## src/rtl/decode_issue_ctrl.sv

```systemverilog
// In-order decode/issue controller: instruction FIFO, RISC-V field split,
// busy-bit scoreboard with RAW/WAW hold, and a saturating hazard-stall counter.
module decode_issue_ctrl #(
    parameter int unsigned QDEPTH = 4,
    parameter int unsigned CNT_W  = 16
) (
    input  logic             clk,
    input  logic             rst_n,
    input  logic             in_valid,
    output logic             in_ready,
    input  logic [31:0]      in_instr,
    output logic             out_valid,
    input  logic             out_ready,
    output logic [31:0]      out_instr,
    output logic [6:0]       out_opcode,
    output logic [4:0]       out_rd,
    output logic [2:0]       out_func3,
    output logic [4:0]       out_rs1,
    output logic [4:0]       out_rs2,
    output logic [6:0]       out_func7,
    output logic             out_illegal,
    input  logic             wb_valid,
    input  logic [4:0]       wb_rd,
    input  logic             flush,
    output logic [31:0]      busy,
    output logic [CNT_W-1:0] stall_cnt
);

    localparam int unsigned PTR_W  = (QDEPTH > 1) ? $clog2(QDEPTH) : 1;
    localparam int unsigned QCNT_W = PTR_W + 1;
    localparam logic [QCNT_W-1:0] FULL_CNT = QCNT_W'(QDEPTH);

    localparam logic [6:0] OP_R      = 7'b0110011;
    localparam logic [6:0] OP_IALU   = 7'b0010011;
    localparam logic [6:0] OP_LOAD   = 7'b0000011;
    localparam logic [6:0] OP_JALR   = 7'b1100111;
    localparam logic [6:0] OP_STORE  = 7'b0100011;
    localparam logic [6:0] OP_BRANCH = 7'b1100011;
    localparam logic [6:0] OP_LUI    = 7'b0110111;
    localparam logic [6:0] OP_AUIPC  = 7'b0010111;
    localparam logic [6:0] OP_JAL    = 7'b1101111;

    logic [31:0]       r_mem [QDEPTH];
    logic [PTR_W-1:0]  r_wr_ptr;
    logic [PTR_W-1:0]  r_rd_ptr;
    logic [QCNT_W-1:0] r_count;
    logic              r_in_ready;

    logic              r_out_valid;
    logic [31:0]       r_out_instr;
    logic [6:0]        r_out_opcode;
    logic [4:0]        r_out_rd;
    logic [2:0]        r_out_func3;
    logic [4:0]        r_out_rs1;
    logic [4:0]        r_out_rs2;
    logic [6:0]        r_out_func7;
    logic              r_out_illegal;

    logic [31:0]       r_busy;
    logic [CNT_W-1:0]  r_stall;

    logic [31:0]       w_head;
    logic [6:0]        w_opcode;
    logic [4:0]        w_rd;
    logic [4:0]        w_rs1;
    logic [4:0]        w_rs2;
    logic              w_use_rs1;
    logic              w_use_rs2;
    logic              w_writes_rd;
    logic              w_illegal;
    logic [31:0]       w_wb_clr;
    logic [31:0]       w_eff;
    logic [31:0]       w_issue_set;
    logic [31:0]       w_busy_next;
    logic              w_not_empty;
    logic              w_hazard;
    logic              w_push;
    logic              w_load;
    logic [QCNT_W-1:0] w_count_next;

    assign w_head   = r_mem[r_rd_ptr];
    assign w_opcode = w_head[6:0];
    assign w_rd     = w_head[11:7];
    assign w_rs1    = w_head[19:15];
    assign w_rs2    = w_head[24:20];

    // Operand usage per opcode class of the queue head
    always_comb begin
        w_use_rs1   = 1'b0;
        w_use_rs2   = 1'b0;
        w_writes_rd = 1'b0;
        w_illegal   = 1'b0;
        case (w_opcode)
            OP_R: begin
                w_use_rs1   = 1'b1;
                w_use_rs2   = 1'b1;
                w_writes_rd = 1'b1;
            end
            OP_IALU, OP_LOAD, OP_JALR: begin
                w_use_rs1   = 1'b1;
                w_writes_rd = 1'b1;
            end
            OP_STORE, OP_BRANCH: begin
                w_use_rs1 = 1'b1;
                w_use_rs2 = 1'b1;
            end
            OP_LUI, OP_AUIPC, OP_JAL: begin
                w_writes_rd = 1'b1;
            end
            default: w_illegal = 1'b1;
        endcase
    end

    // Writeback is folded in before the hazard check so it unblocks the head at once
    assign w_wb_clr    = wb_valid ? (32'(1) << wb_rd) : '0;
    assign w_eff       = r_busy & ~w_wb_clr;
    assign w_hazard    = (w_use_rs1 && w_eff[w_rs1]) ||
                         (w_use_rs2 && w_eff[w_rs2]) ||
                         (w_writes_rd && w_eff[w_rd]);
    assign w_not_empty = (r_count != '0);
    assign w_push      = in_valid && r_in_ready;
    assign w_load      = w_not_empty && !w_hazard && (!r_out_valid || out_ready);
    assign w_issue_set = (w_load && w_writes_rd && (w_rd != 5'd0)) ? (32'(1) << w_rd) : '0;
    assign w_busy_next = ((r_busy & ~w_wb_clr) | w_issue_set) & ~32'd1;

    always_comb begin
        w_count_next = r_count;
        case ({w_push, w_load})
            2'b10:   w_count_next = r_count + QCNT_W'(1);
            2'b01:   w_count_next = r_count - QCNT_W'(1);
            default: w_count_next = r_count;
        endcase
    end

    // Queue storage needs no reset; pointers and count define validity
    always_ff @(posedge clk) begin
        if (rst_n && !flush && w_push) begin
            r_mem[r_wr_ptr] <= in_instr;
        end
    end

    always_ff @(posedge clk) begin
        if (!rst_n || flush) begin
            r_wr_ptr   <= '0;
            r_rd_ptr   <= '0;
            r_count    <= '0;
            r_in_ready <= 1'b1;
        end else begin
            if (w_push) begin
                r_wr_ptr <= r_wr_ptr + PTR_W'(1);
            end
            if (w_load) begin
                r_rd_ptr <= r_rd_ptr + PTR_W'(1);
            end
            r_count    <= w_count_next;
            r_in_ready <= (w_count_next != FULL_CNT);
        end
    end

    // Issue register: load on issue, drop valid on accept, otherwise hold
    always_ff @(posedge clk) begin
        if (!rst_n || flush) begin
            r_out_valid   <= 1'b0;
            r_out_instr   <= '0;
            r_out_opcode  <= '0;
            r_out_rd      <= '0;
            r_out_func3   <= '0;
            r_out_rs1     <= '0;
            r_out_rs2     <= '0;
            r_out_func7   <= '0;
            r_out_illegal <= 1'b0;
        end else if (w_load) begin
            r_out_valid   <= 1'b1;
            r_out_instr   <= w_head;
            r_out_opcode  <= w_opcode;
            r_out_rd      <= w_writes_rd ? w_rd : 5'd0;
            r_out_func3   <= w_head[14:12];
            r_out_rs1     <= w_rs1;
            r_out_rs2     <= w_rs2;
            r_out_func7   <= w_head[31:25];
            r_out_illegal <= w_illegal;
        end else if (out_ready) begin
            r_out_valid <= 1'b0;
        end
    end

    always_ff @(posedge clk) begin
        if (!rst_n || flush) begin
            r_busy <= '0;
        end else begin
            r_busy <= w_busy_next;
        end
    end

    // Stall history survives flush; only reset clears it
    always_ff @(posedge clk) begin
        if (!rst_n) begin
            r_stall <= '0;
        end else if (!flush && w_not_empty && w_hazard && (r_stall != '1)) begin
            r_stall <= r_stall + CNT_W'(1);
        end
    end

    assign in_ready    = r_in_ready;
    assign out_valid   = r_out_valid;
    assign out_instr   = r_out_instr;
    assign out_opcode  = r_out_opcode;
    assign out_rd      = r_out_rd;
    assign out_func3   = r_out_func3;
    assign out_rs1     = r_out_rs1;
    assign out_rs2     = r_out_rs2;
    assign out_func7   = r_out_func7;
    assign out_illegal = r_out_illegal;
    assign busy        = r_busy;
    assign stall_cnt   = r_stall;

endmodule

```

## config.mk

```make
export PLATFORM = sky130hd
export DESIGN_NAME = decode_issue_ctrl
export DESIGN_NICKNAME = d
export VERILOG_FILES = /design/src/rtl/decode_issue_ctrl.sv
export SDC_FILE = /design/constraint.sdc
export NUM_CORES = 1
export LEC_CHECK = 0
export ABC_AREA = 1
export BUFFER_PORTS_ARGS = -buffer_cell sky130_fd_sc_hd__buf_4
export CORE_ASPECT_RATIO = 0.8
export CORE_MARGIN = 4
export CORE_UTILIZATION = 58
export DETAILED_ROUTE_END_ITERATION = 10
export PLACE_DENSITY_LB_ADDON = 0.12
export SLEW_MARGIN = 25
export SYNTH_ARGS = -nofsm -noshare
export SYNTH_HDL_FRONTEND = slang
export SYNTH_SLANG_ARGS = --single-unit
```

## constraint.sdc

```tcl
create_clock -name clk -period 3.95 [get_ports clk]
set_input_delay 0.395 -clock clk [delete_from_list [all_inputs] [get_ports clk]]
set_output_delay 0.395 -clock clk [all_outputs]
set_load 0.03 [all_outputs]
```

# ---- Word level (Yosys, flattened, before mapping)
# Memories as Yosys holds them, arrays and structs flattened. A register that Yosys moved wholly into a read port is not among the register bits.
# Cells that the tools add are included.
dict set report op_classes {
  n_addsub 5
  order_cmp 3
  n_eq_ne 13
  shifts 2
  muxes 20
  bitwise 3
  reduce_logical 28
}
# operator n
set op_table {}
lappend op_table {{32-bit 2-to-1 mux} 2}
lappend op_table {{1-bit by 5-bit left shift with 32-bit output, first input constant} 2}
lappend op_table {{32-bit AND} 1}
lappend op_table {{32-bit NOT} 1}
lappend op_table {{32-bit OR} 1}
lappend op_table {{7-bit by 6-bit equality test with 1-bit output, second input constant} 3}
lappend op_table {{7-bit equality test, second input constant} 3}
lappend op_table {{5-bit by 6-bit < comparator with 1-bit output, second input constant} 3}
lappend op_table {{16-bit by 1-bit adder with 16-bit output, second input constant} 1}
lappend op_table {{16-bit inequality test, second input constant} 1}
lappend op_table {{1-bit binary-select mux with 5-bit select} 3}
lappend op_table {{7-bit by 5-bit equality test with 1-bit output, second input constant} 2}
lappend op_table {{1-bit logical AND} 13}
lappend op_table {{1-bit 2-to-1 mux} 11}
lappend op_table {{9-bit OR reduction} 1}
lappend op_table {{7-bit by 2-bit equality test with 1-bit output, second input constant} 1}
lappend op_table {{7-bit OR reduction} 1}
lappend op_table {{3-bit one-hot mux with 2 select lines} 1}
lappend op_table {{6-bit OR reduction} 1}
lappend op_table {{5-bit 2-to-1 mux} 1}
lappend op_table {{5-bit nonzero test} 1}
lappend op_table {{2-bit by 1-bit adder with 2-bit output, second input constant} 2}
lappend op_table {{1-bit logical NOT} 4}
lappend op_table {{1-bit logical OR} 4}
lappend op_table {{9 further kinds} 10}
dict set report word_totals {
  reg_bits 122
  ram_bits 128
  inputBits 43
  output_inout_bits 115
  elab_cells 91
  n_memories 1
}
# name words width read_ports rd_clocked_by_memory_dff wr line
set memory_table {}
lappend memory_table {r_mem 4 32 1 1 1 43} ;# logic [31:0] r_mem [QDEPTH];

# ---- Logic depth before layout (Yosys ltp)
# Gate-level depths: netlist (run 1).
dict set report logic_depth {
  word_depth 16
  depth_mapped 27
  depth_no_buf 26
}

# ---- Worst setup path before layout (run 1)
# Ideal clock, no wire load.
dict set report synth_timing {
  kind {input port to flip-flop}
  from {input port wb_rd[0]}
  to {register r_in_ready (netlist: in_ready)}
  setup_ps 125
  arrival_time_ps 3094
  t_required_ps 3825
  setup_slack_ps 730
  cell_stages 23
  path_cell_list {buf_2 nor2_2 nand3_1 o21a_1 nor2_1 nor2_1 nand3_1 nand3_1 nand2_1 nand2_1 nand3_2 nand3_4 nor2_8 nand2_2 inv_2 buf_4 ha_1 inv_1 fa_1 o21ai_0 o21ai_0 a21oi_1 nand3_1}
}
dict set report synth_via {
  elab_chain_cells 15
  elab_cells_between_ends 22
  classes_between {eq/ne (3); shift (1); mux (8); bitwise (2); reduce/logical (8)}
}
# element line
set synth_rtl {}
lappend synth_rtl {{from (decl)} 23} ;# input logic [4:0] wb_rd,
lappend synth_rtl {{1-bit by 5-bit left shift with 32-bit output (*)} 115} ;# assign w_wb_clr = wb_valid ? (32'(1) << wb_rd) : '0;
lappend synth_rtl {{32-bit 2-to-1 mux (*)} 115}
lappend synth_rtl {{32-bit NOT (*)} 116} ;# assign w_eff = r_busy & ~w_wb_clr;
lappend synth_rtl {{32-bit AND (*)} 116}
lappend synth_rtl {{1-bit binary-select mux with 5-bit select (on tied branches)} {117, 118}}
lappend synth_rtl {{1-bit 2-to-1 mux (on tied branches)} {117, 118}}
lappend synth_rtl {{1-bit logical AND (on tied branches)} {117, 118}}
lappend synth_rtl {{1-bit logical OR} 117} ;# assign w_hazard = (w_use_rs1 && w_eff[w_rs1]) ||
lappend synth_rtl {{1-bit logical OR (*)} 118} ;# (w_use_rs2 && w_eff[w_rs2]) ||
lappend synth_rtl {{1-bit logical NOT (*)} 122} ;# assign w_load = w_not_empty && !w_hazard && (!r_out_valid || out_ready);
lappend synth_rtl {{1-bit logical AND (*) (2 in a row)} 122}
lappend synth_rtl {{named net w_load} 78} ;# logic w_load;
lappend synth_rtl {{2-bit by 1-bit equality test with 1-bit output or 2-bit equality test (tied branches)} 128} ;# case ({w_push, w_load})
lappend synth_rtl {{3-bit one-hot mux with 2 select lines (*)} 128}
lappend synth_rtl {{3-bit inequality test (*)} 156} ;# r_in_ready <= (w_count_next != FULL_CNT);
lappend synth_rtl {{to (signal assigned)} 156}
lappend synth_rtl {{to (decl)} 47} ;# logic r_in_ready;
# The timed path passes the listed nets; every way through them passes the cells marked *. The select of a mux whose other input is x is not followed.
# A chain may end at the register's enable or synchronous reset.

==> impl_metrics.csv, run 1 <==
group,metric,value,unit
sta,finalCriticalPeriod,3631,ps
logic_synthesis,synth.distinct_cells,40,
global_route,grt_pass1_vias,8738,
sta,hold_viol_final,0,
sta,finalSetupViolCount,0,
cells_and_area,n_antenna_cell,0,
logic_synthesis,ys_seq_elements,224,
logic_synthesis,yosysWarningCount,0,
cells_and_area,register_area,5767,um2
clock_tree,clk_pin_slew,60,ps
logic_synthesis,synthArstFlopShare,0,
sta,fin_worst_skew,25.16,ps
pwr,ir_drop,373.8,uV
global_route,grt-ovfl-total,0,
cells_and_area,layout-drive-gt1-share,0.1802,
sta,period_share,0.9193,
worst_setup_path,worst_setup_path_start_kind,"flip-flop",
logic_synthesis,yosys_most_used_dff,"edfxtp_1",
worst_hold_path,hold_path.class,"input pin to flip-flop",
worst_setup_path,worst_path_largest_cell_delay,380,ps
routing,finalWirelength,30.89,mm
worst_setup_path,cp.arrival,4020,ps
global_route,antenna_found_initial,0,
clock_tree,numCtsBuffers,22,
floorplan,coreArea,18330,um2
cells_and_area,multiInputGateArea,4237,um2
floorplan,die_w,161.7,um
cells_and_area,syn_to_final_growth,17.31,%
worst_setup_path,crit_chain,"inv_4, buf_4, nand2_1, nand3_1, nand2_2, nand3_1, nand3_1, nand3_1, nand3_1, nand2_1, nand2_1, nand3_2, nand3_4, nor2_8, nand2_2, inv_2, ha_1, inv_1, fa_1, o21ai_0, o21ai_0, a21oi_1, nand3_1",
placement,dp_hpwl,20.78,mm
pwr,leakage,5.102,nW
global_route,grt_max_degree,68,
pwr,seqPwrFrac,0.464,
global_route,grt_pass1_wl,47.27,mm
sta,holdWs,64.74,ps
pwr,p_switching,1.493,mW
pwr,switching_share,0.2726,
clock_tree,htree_levels,1,
routing,vias,9591,
routing,drc_errors,0,
logic_synthesis,synth_nets,1349,
pwr,internal_power,3.983,mW
floorplan,initial_utilization,0.5977,
worst_setup_path,path_class,"flip-flop to flip-flop",
status,outcome,"finished clean",
pwr,fin_total_pwr,5.475,mW
clock_tree,cts_tree,"done",
floorplan,io_pins,158,
placement,portBuffers,156,
clock_tree,ctsLongestPathBuffers,3,
logic_synthesis,avgSynthCellArea,8.436,um2
clock_tree,clock_sinks,224,
sta,slew_violations,0,
placement,gp_congestion,0.9459,
clock_tree,insertion_delay,530,ps
sta,fin_tns_setup,0,ps
sta,worst_pin_slew,968.9,ps
routing,wire_per_inst,18.40,um
worst_setup_path,crit_top_cell,"nand3_1",
worst_setup_path,rrSetupSlack,320,ps
logic_synthesis,netlist_area,10960,um2
worst_setup_path,cp_max_fo,22,
pwr,combPwrFrac,0.148,
routing,drtIter0Drc,1194,
routing,firstDrtPassIters,6,
logic_synthesis,synth_edf_count,128,
floorplan,die_h,130.9,um
cells_and_area,post-route-util,0.7012,
sta,fmax,0.2754,GHz
logic_synthesis,postSynthCellCount,1299,
cells_and_area,n_fill_cell,1485,
global_route,grt.total_usage,0.2810,
routing,viasPerCell,5.712,
sta,slew_headroom,0.3517,
pwr,power.density,425.9,nW/um2
cells_and_area,layout.nets,1460,
worst_setup_path,crit_slowest_cell,"dfxtp_2",
routing,drtAntennaViolNets,0,
pwr,clockPowerShare,0.388,
flow_run,cap_violations,0,
worst_setup_path,cp.required,4340,ps
logic_synthesis,ys_seq_area_frac,0.5261,
worst_setup_path,cp-end-kind,"flip-flop",
floorplan,die_area,21170,um2
clock_tree,cts_root_buf,"clkbuf_16",
sta,rsz0062_at_grt,"no",
floorplan,num_rows,44,
## power groups by stage
stage                     logic [mW]  registers [mW]  clock network, mW
after floorplan                0.523            2.64                  0
after global placement         0.774            2.59                  0
after detailed placement       0.789            2.59                  0
after CTS                      0.795            2.54               2.15
after global routing           0.881            2.55               2.26
final                          0.809            2.54               2.12
## logic make-up after synthesis
| family | synth area share |
|---|---|
| AND/OR/NAND/NOR | 0.2811 |
| other | 0.0003422 |
| AO/OA/AOI/OAI | 0.08347 |
| adder cells (fa/ha/maj) | 0.008678 |
| flip-flops | 0.5261 |
| buffers and inverters | 0.08906 |
| XOR/XNOR | 0.01119 |
## path summary, 6_finish.rpt
| path | from | to | depth (start not counted) |
|---|---|---|---|
| hold reg to reg | out_rd[2]$_SDFFE_PP0N_ | out_rd[2]$_SDFFE_PP0N_ | 2 |
| hold / removal | in_instr[17] | r_mem[0][17]$_DFFE_PP_ | 1 |
| setup / recovery | flip-flop | in_ready$_SDFF_PP1_ | 23 |
| setup reg to reg | flip-flop | in_ready$_SDFF_PP1_ | 23 |
## per-layer routing
layer	global-route usage	wire, um
met3	0.04516	2859
met2	0.4510	13960
met1	0.3992	13030
met4	0.08702	1029
met5	0	0
## cell usage in the layout (no fill, tap or decap), types with 8 or more instances in the layout
master       n
a21oi_1     95
a32oi_1     13
buf_4      178
clkbuf_16   23
dfxtp_1     95
edfxtp_1   128
inv_1       92
inv_2        8
nand2_1    290
nand2_2     12
nand3_1    182
nand4_1     53
nor2_1     139
nor2_2       8
nor3_1       9
o21ai_0     30
xor2_1       9
## state kept, by name, indices dropped and copies added, names as in the netlist, named ones only
signal,cells
r_mem,128
out_instr,32
busy,31
stall_cnt,16
out_rd,5
r_count,3
r_rd_ptr,2
r_wr_ptr,2
in_ready,1
out_illegal,1
out_valid,1
## critical path, delay by kind of cell (launching register included)
kind	cells	cell delay, ps
and+or+nand+nor	14	1570
AOI/OAI and AO/OA	3	490
buffers and inverters	4	550
adders and majority gates	2	500
DFF	1	380
## cell usage after synthesis (3+ instances only)
cell	instances	area, um2
xor2_1	9	78.83
nand4_1	53	331.6
xnor2_1	5	43.79
nor2_1	144	540.5
buf_4	38	285.3
nand2_1	293	1100
o211ai_2	3	37.54
a21boi_0	3	22.52
inv_2	9	33.78
buf_2	23	115.1
inv_1	93	349.1
a21oi_1	95	475.5
nand2_2	9	56.30
nor3_1	9	45.04
clkbuf_1	23	86.33
ha_1	6	75.07
a32oi_1	13	113.9
buf_6	8	90.09
edfxtp_1	128	3844
nand3_1	182	910.9
o21ai_0	30	150.1
nor2_2	3	18.77
dfxtp_1	96	1922
## layout make-up
type | instances | share of cell area
well taps | 253 | 0.02463
inverters | 103 | 0.03047
clock inverters | 9 | 0.009733
clock buffers | 31 | 0.04779
flip-flops and latches | 224 | 0.4486
repair buffers | 182 | 0.1092
multi-input cells | 877 | 0.3296
## timing repair
item	in CTS	in global routing
endpoints found under the setup margin	0	3
resized for setup	0	9
hold buffers	0	0
setup buffers	0	1
## through the flow
step / setup slack (ps) / cell area (um2) / std cells
2_1_floorplan: 730.2 / 10960 / 1299
3_3_place_gp: 133.7 / 12060 / 1637
3_5_place_dp: 103.4 / 12060 / 1637
4_1_cts: 66.75 / 12800 / 1677
5_1_grt: 34.34 / 12850 / 1679
6_report: 318.9 / 12850 / 1679
Note: power is estimated with default switching activity, not from simulation.
==> run 2: changes to the inputs <==
--- a/config.mk
+++ b/config.mk
@@ -8,9 +8,10 @@
 export ABC_AREA = 1
 export BUFFER_PORTS_ARGS = -buffer_cell sky130_fd_sc_hd__buf_4
 export CORE_ASPECT_RATIO = 0.8
-export CORE_MARGIN = 4
+export CORE_MARGIN = 1
 export CORE_UTILIZATION = 58
 export DETAILED_ROUTE_END_ITERATION = 10
+export MAX_ROUTING_LAYER = met4
 export PLACE_DENSITY_LB_ADDON = 0.12
 export SLEW_MARGIN = 25
 export SYNTH_ARGS = -nofsm -noshare
==> run 2 against run 1 <==
Via count increased by 2.3%. Critical path type unchanged. Clock power increased by 5%. Cell area increased by 0.36%. Largest cell class unchanged. Fmax increased by 4.4%. Hold slack got worse by 9.3 ps. Worst setup slack improved by 150 ps. Global-route usage increased by 5.5 points. Largest power group unchanged. Combinational power increased by 1%. Flip-flop and latch count unchanged. Highest routed layer unchanged.
==> impl_metrics.csv, run 2 (synthesized netlist as in run 1, its figures left out) <==
group,metric,value,unit
status,outcome,"finished clean",
floorplan,coreArea,18330,um2
sta,fin_tns_setup,0,ps
sta,hold_viol_final,0,
worst_setup_path,rrSetupSlack,470,ps
sta,worst_pin_slew,991.7,ps
routing,drtAntennaViolNets,0,
cells_and_area,syn_to_final_growth,17.73,%
floorplan,die_area,19450,um2
cells_and_area,layout-drive-gt1-share,0.1825,
cells_and_area,register_area,5769,um2
floorplan,io_pins,158,
worst_hold_path,hold_depth,1,
placement,place_inst,1642,
floorplan,die_w,155.7,um
clock_tree,numCtsBuffers,23,
sta,slew_violations,0,
clock_tree,htree_levels,1,
clock_tree,ctsLongestPathBuffers,3,
clock_tree,post_cts_resized,0,
sta,fmax,0.2875,GHz
floorplan,die_h,124.9,um
cells_and_area,regMostFlops,"r_mem",
routing,viasPerCell,5.829,
clock_tree,cts_tree,"done",
global_route,grt_pass1_wl,49.44,mm
clock_tree,postCtsSetupBuffers,0,
routing,vias,9811,
sta,rsz0062_at_grt,"no",
sta,finalSetupViolCount,0,
cells_and_area,largest_reg_flops,128,
clock_tree,ctsHoldBuffers,0,
cells_and_area,multiInputGateArea,4254,um2
floorplan,initial_utilization,0.5977,
placement,dp_hpwl,21.46,mm
clock_tree,cts_root_buf,"clkbuf_16",
routing,finalWirelength,31.94,mm
pwr,power.density,433.0,nW/um2
worst_setup_path,reg2reg_to,"in_ready$_SDFF_PP1_",
cells_and_area,n_fill_cell,1472,
routing,firstDrtPassIters,5,
routing,drtIter0Drc,1156,
flow_run,cap_violations,0,
worst_setup_path,cp_max_fo,13,
cells_and_area,layout_common_cells,"291 x nand2_1, 182 x nand3_1, 182 x buf_4, 139 x nor2_1, 128 x edfxtp_1",
worst_setup_path,worst_setup_path_start_kind,"flip-flop",
sta,fin_worst_skew,21.80,ps
worst_setup_path,worst_r2r_path_depth,22,
clock_tree,clock_sinks,224,
pwr,ir_drop,477.9,uV
worst_setup_path,path_class,"flip-flop to flip-flop",
worst_setup_path,cp.arrival,3880,ps
cells_and_area,n_antenna_cell,0,
worst_hold_path,hold_path.class,"input pin to flip-flop",
worst_setup_path,cp-end-kind,"flip-flop",
global_route,grt-ovfl-total,0,
worst_hold_path,min_to,"r_mem[1][28]$_DFFE_PP_",
placement,gp_congestion,1.011,
routing,drc_errors,0,
worst_hold_path,hp-start,"in_instr[28]",
cells_and_area,layout.nets,1464,
sta,period_share,0.8806,
pwr,leakage,5.135,nW
global_route,antenna_found_initial,0,
sta,finalCriticalPeriod,3478,ps
routing,wire_per_inst,18.98,um
placement,portBuffers,156,
clock_tree,clk_pin_slew,60,ps
sta,slew_headroom,0.3364,
global_route,grt_pass1_vias,9100,
clock_tree,insertion_delay,540,ps
global_route,grt_max_degree,58,
worst_setup_path,cp.required,4350,ps
global_route,grt.total_usage,0.3363,
cells_and_area,stdcell_count,1683,
floorplan,num_rows,44,
cells_and_area,final_common_cell,"nand2_1",
[run 2: how the worst max path moves through the flow]
stage / start / to / slack, ps / depth (start not counted)
finish: flip-flop / in_ready$_SDFF_PP1_ / 470 / 22
global route: flip-flop / in_ready$_SDFF_PP1_ / 80 / 23
CTS: flip-flop / in_ready$_SDFF_PP1_ / 220 / 23
detailed placement: flip-flop / in_ready$_SDFF_PP1_ / 250 / 23
global placement: wb_rd[3] / in_ready$_SDFF_PP1_ / 280 / 22
floorplan: wb_rd[0] / in_ready$_SDFF_PP1_ / 730 / 23
[run 2: layer usage]
layer	vias to the layer above	routed length, um	track usage
li1	4609	-	-
met1	4558	13530	0.4682
met2	567	14480	0.5091
met3	77	3020	0.05026
met4	0	906	0.1044
met5	-	0	-
[run 2: stage by stage]
stage	utilization	power [mW]	hold slack [ps]	cell area, um2	worst slack, ps
final	0.7037	5.586	55.45	12900	471.8
after global routing	0.7037	5.758	54.56	12900	79.23
after CTS	0.7013	5.583	48.62	12860	224.1
after detailed placement	0.6594	3.383	455.3	12090	248.0
after global placement	0.6594	3.372	450.0	12090	284.7
after floorplan	-	3.158	453.9	10960	730.2
[run 2: layout make-up]
cell class / count / share of cell area
Sequential cell: 224 / 0.4472
Clock inverter: 13 / 0.01270
Timing Repair Buffer: 185 / 0.1088
Tap cell: 253 / 0.02454
Multi-Input combinational cell: 877 / 0.3297
Clock buffer: 28 / 0.04684
Inverter: 103 / 0.03016
[run 2: report_power, final]
part / internal, mW / leakage [nW] / switching [mW] / total [mW]
sequential: 2.51 / 1.93 / 0.0324 / 2.54
clock: 1.30 / 0.377 / 0.929 / 2.23
combinational: 0.242 / 2.83 / 0.576 / 0.818
[run 2: worst max-delay path, stage by stage (launching register included)]
cell	delay, ps
dfxtp_1	350
buf_4	230
nand3_1	110
nand2_1	320
nand2_1	270
nor2_1	190
nor2_1	70
nand3_1	60
nand3_1	70
nand2_1	60
nand2_1	60
nand3_2	110
nand3_4	100
nor2_8	100
nand2_2	60
inv_2	50
ha_1	120
inv_1	60
fa_1	390
o21ai_1	170
o21ai_0	100
a21oi_1	170
nand3_1	90
==> run 3: changes to the inputs <==
--- a/config.mk
+++ b/config.mk
@@ -11,7 +11,6 @@
 export CORE_MARGIN = 1
 export CORE_UTILIZATION = 58
 export DETAILED_ROUTE_END_ITERATION = 10
-export MAX_ROUTING_LAYER = met4
 export PLACE_DENSITY_LB_ADDON = 0.12
 export SLEW_MARGIN = 25
 export SYNTH_ARGS = -nofsm -noshare
==> run 3 against run 2 <==
Count of clock-buffer cells in the layout rose by 2. Largest cell class unchanged. Cell area about the same. Critical endpoint unchanged. Flip-flop and latch count unchanged. Non-clock buffer count fell by 3. Routed wire length shrank 2.0%. Hold slack better by 15 ps. Core utilization is essentially flat. Power increased by 0.97%. Critical path depth stayed put. First-iteration DRC count rose by 2.4%. Global-route usage decreased by 1.5 points. Critical path type unchanged. Largest power group unchanged. Sequential share of layout area barely moved.
==> impl_metrics.csv, run 3 (synthesized netlist as in run 1, its figures left out) <==
group,metric,value,unit
placement,dp_hpwl,21.25,mm
global_route,grt-ovfl-total,0,
cells_and_area,layout.nets,1461,
routing,viasPerCell,5.836,
floorplan,die_area,19450,um2
sta,slew_headroom,0.3331,
routing,drtAntennaViolNets,0,
global_route,grt_most_used_layer,"met2",
pwr,power.density,437.3,nW/um2
routing,vias,9805,
sta,slew_violations,0,
placement,gp_congestion,1.055,
flow_run,cap_violations,0,
pwr,leakage,5.131,nW
global_route,grt_max_degree,58,
sta,fmax,0.2759,GHz
pwr,ir_drop,539.7,uV
clock_tree,cts_root_buf,"clkbuf_16",
clock_tree,htree_levels,1,
sta,worst_pin_slew,996.7,ps
cells_and_area,syn_to_final_growth,17.71,%
sta,finalSetupViolCount,0,
placement,portBuffers,156,
cells_and_area,layout_common_cells,"290 x nand2_1, 182 x nand3_1, 180 x buf_4, 139 x nor2_1, 128 x edfxtp_1",
placement,place_ws,277.6,ps
routing,finalWirelength,31.31,mm
sta,fin_tns_setup,0,ps
clock_tree,insertion_delay,520,ps
routing,wire_per_inst,18.64,um
sta,hold_viol_final,0,
routing,drc_errors,0,
cells_and_area,stdcell_count,1680,
worst_hold_path,hold_path.class,"input pin to flip-flop",
sta,period_share,0.9175,
floorplan,die_w,155.7,um
routing,firstDrtPassIters,7,
cells_and_area,largest_reg_flops,128,
clock_tree,ctsHoldBuffers,0,
sta,rsz0062_at_grt,"no",
cells_and_area,post-route-util,0.7036,
global_route,grt_pass1_wl,48.69,mm
worst_setup_path,path_class,"flip-flop to flip-flop",
sta,fin_worst_skew,15.59,ps
clock_tree,post_cts_resized,0,
worst_setup_path,cp-end-kind,"flip-flop",
status,outcome,"finished clean",
sta,worst_slack,325.8,ps
floorplan,num_rows,44,
cells_and_area,regMostFlops,"r_mem",
worst_setup_path,cp.required,4340,ps
routing,drtIter0Drc,1184,
global_route,use_met1,0.4750,
global_route,antenna_found_initial,0,
worst_setup_path,worst_setup_path_start_kind,"flip-flop",
cells_and_area,n_fill_cell,1419,
worst_setup_path,crit_slowest_cell,"dfxtp_2",
placement,place_inst,1639,
global_route,grt.total_usage,0.3212,
pwr,fin_total_pwr,5.641,mW
floorplan,io_pins,158,
cells_and_area,n_antenna_cell,0,
clock_tree,clock_sinks,224,
clock_tree,clk_pin_slew,70,ps
worst_setup_path,worst_path_largest_cell_delay,490,ps
floorplan,coreArea,18330,um2
sta,finalCriticalPeriod,3624,ps
cells_and_area,layout-drive-gt1-share,0.1836,
worst_setup_path,crit_family,"simple AND/OR/NAND/NOR gates",
worst_setup_path,cp_max_fo,30,
floorplan,die_h,124.9,um
floorplan,initial_utilization,0.5977,
cells_and_area,final_common_cell,"nand2_1",
global_route,use_met2,0.4949,
worst_setup_path,cp.arrival,4020,ps
clock_tree,numCtsBuffers,23,
clock_tree,cts_tree,"done",
worst_setup_path,crit_chain,"buf_6, nand2_1, nand3_1, nand2_2, inv_4, nand3_1, nand2_1, nand2_1, nand2_1, nand3_1, nand3_2, nand3_4, nor2_8, nand2_2, inv_2, ha_1, inv_1, fa_1, o21ai_0, o21ai_0, a21oi_1, nand3_1",
global_route,use_met3,0.04749,
clock_tree,postCtsSetupBuffers,0,
worst_setup_path,critPathBufInv,4,
clock_tree,ctsLongestPathBuffers,3,
global_route,grt_pass1_vias,8844,
run 3: cell count changes in the layout (fill, tap and decap cells not counted), sizes merged:
cell	before	now
buf	185	182
clkinv	9	6
clkbuf	28	30
clkinvlp	1	2
run 3: where the power goes:
group / internal [mW] / switching (mW)
Combinational: 0.239 / 0.575
Sequential: 2.51 / 0.0323
Clock: 1.37 / 0.915
Total: 4.12 / 1.52
run 3: area by class of cell:
cell class | count | area [um2] | area share
flip-flops and latches | 224 | 5767 | 0.4471
multi-input cells | 877 | 4247 | 0.3292
repair buffers | 182 | 1374 | 0.1065
clock buffers | 30 | 651.9 | 0.05054
inverters | 103 | 389.1 | 0.03017
well taps | 253 | 316.6 | 0.02454
clock inverters | 11 | 153.9 | 0.01193
run 3: final timing paths:
check	start	to	slack [ps]	cells past startpoint
min	in_instr[1]	r_mem[0][1]$_DFFE_PP_	70	1
max reg2reg	flip-flop	in_ready$_SDFF_PP1_	330	22
max	flip-flop	in_ready$_SDFF_PP1_	330	22
min reg2reg	out_rd[0]$_SDFFE_PP0N_	out_rd[0]$_SDFFE_PP0N_	460	2
run 3: through the flow:
| step | hold WS, ps | instance area [um2] |
|---|---|---|
| floorplan | 453.9 | 10960 |
| global placement | 450.1 | 12070 |
| detailed placement | 456.0 | 12070 |
| CTS | 58.03 | 12870 |
| global route | 61.54 | 12900 |
| finish | 70.35 | 12900 |
run 3: routing by layer:
| metal | part of all wire | vias up |
|---|---|---|
| li1 | - | 4597 |
| met1 | 0.43 | 4568 |
| met2 | 0.45 | 581 |
| met3 | 0.10 | 59 |
| met4 | 0.024 | 0 |
| met5 | 0 | - |
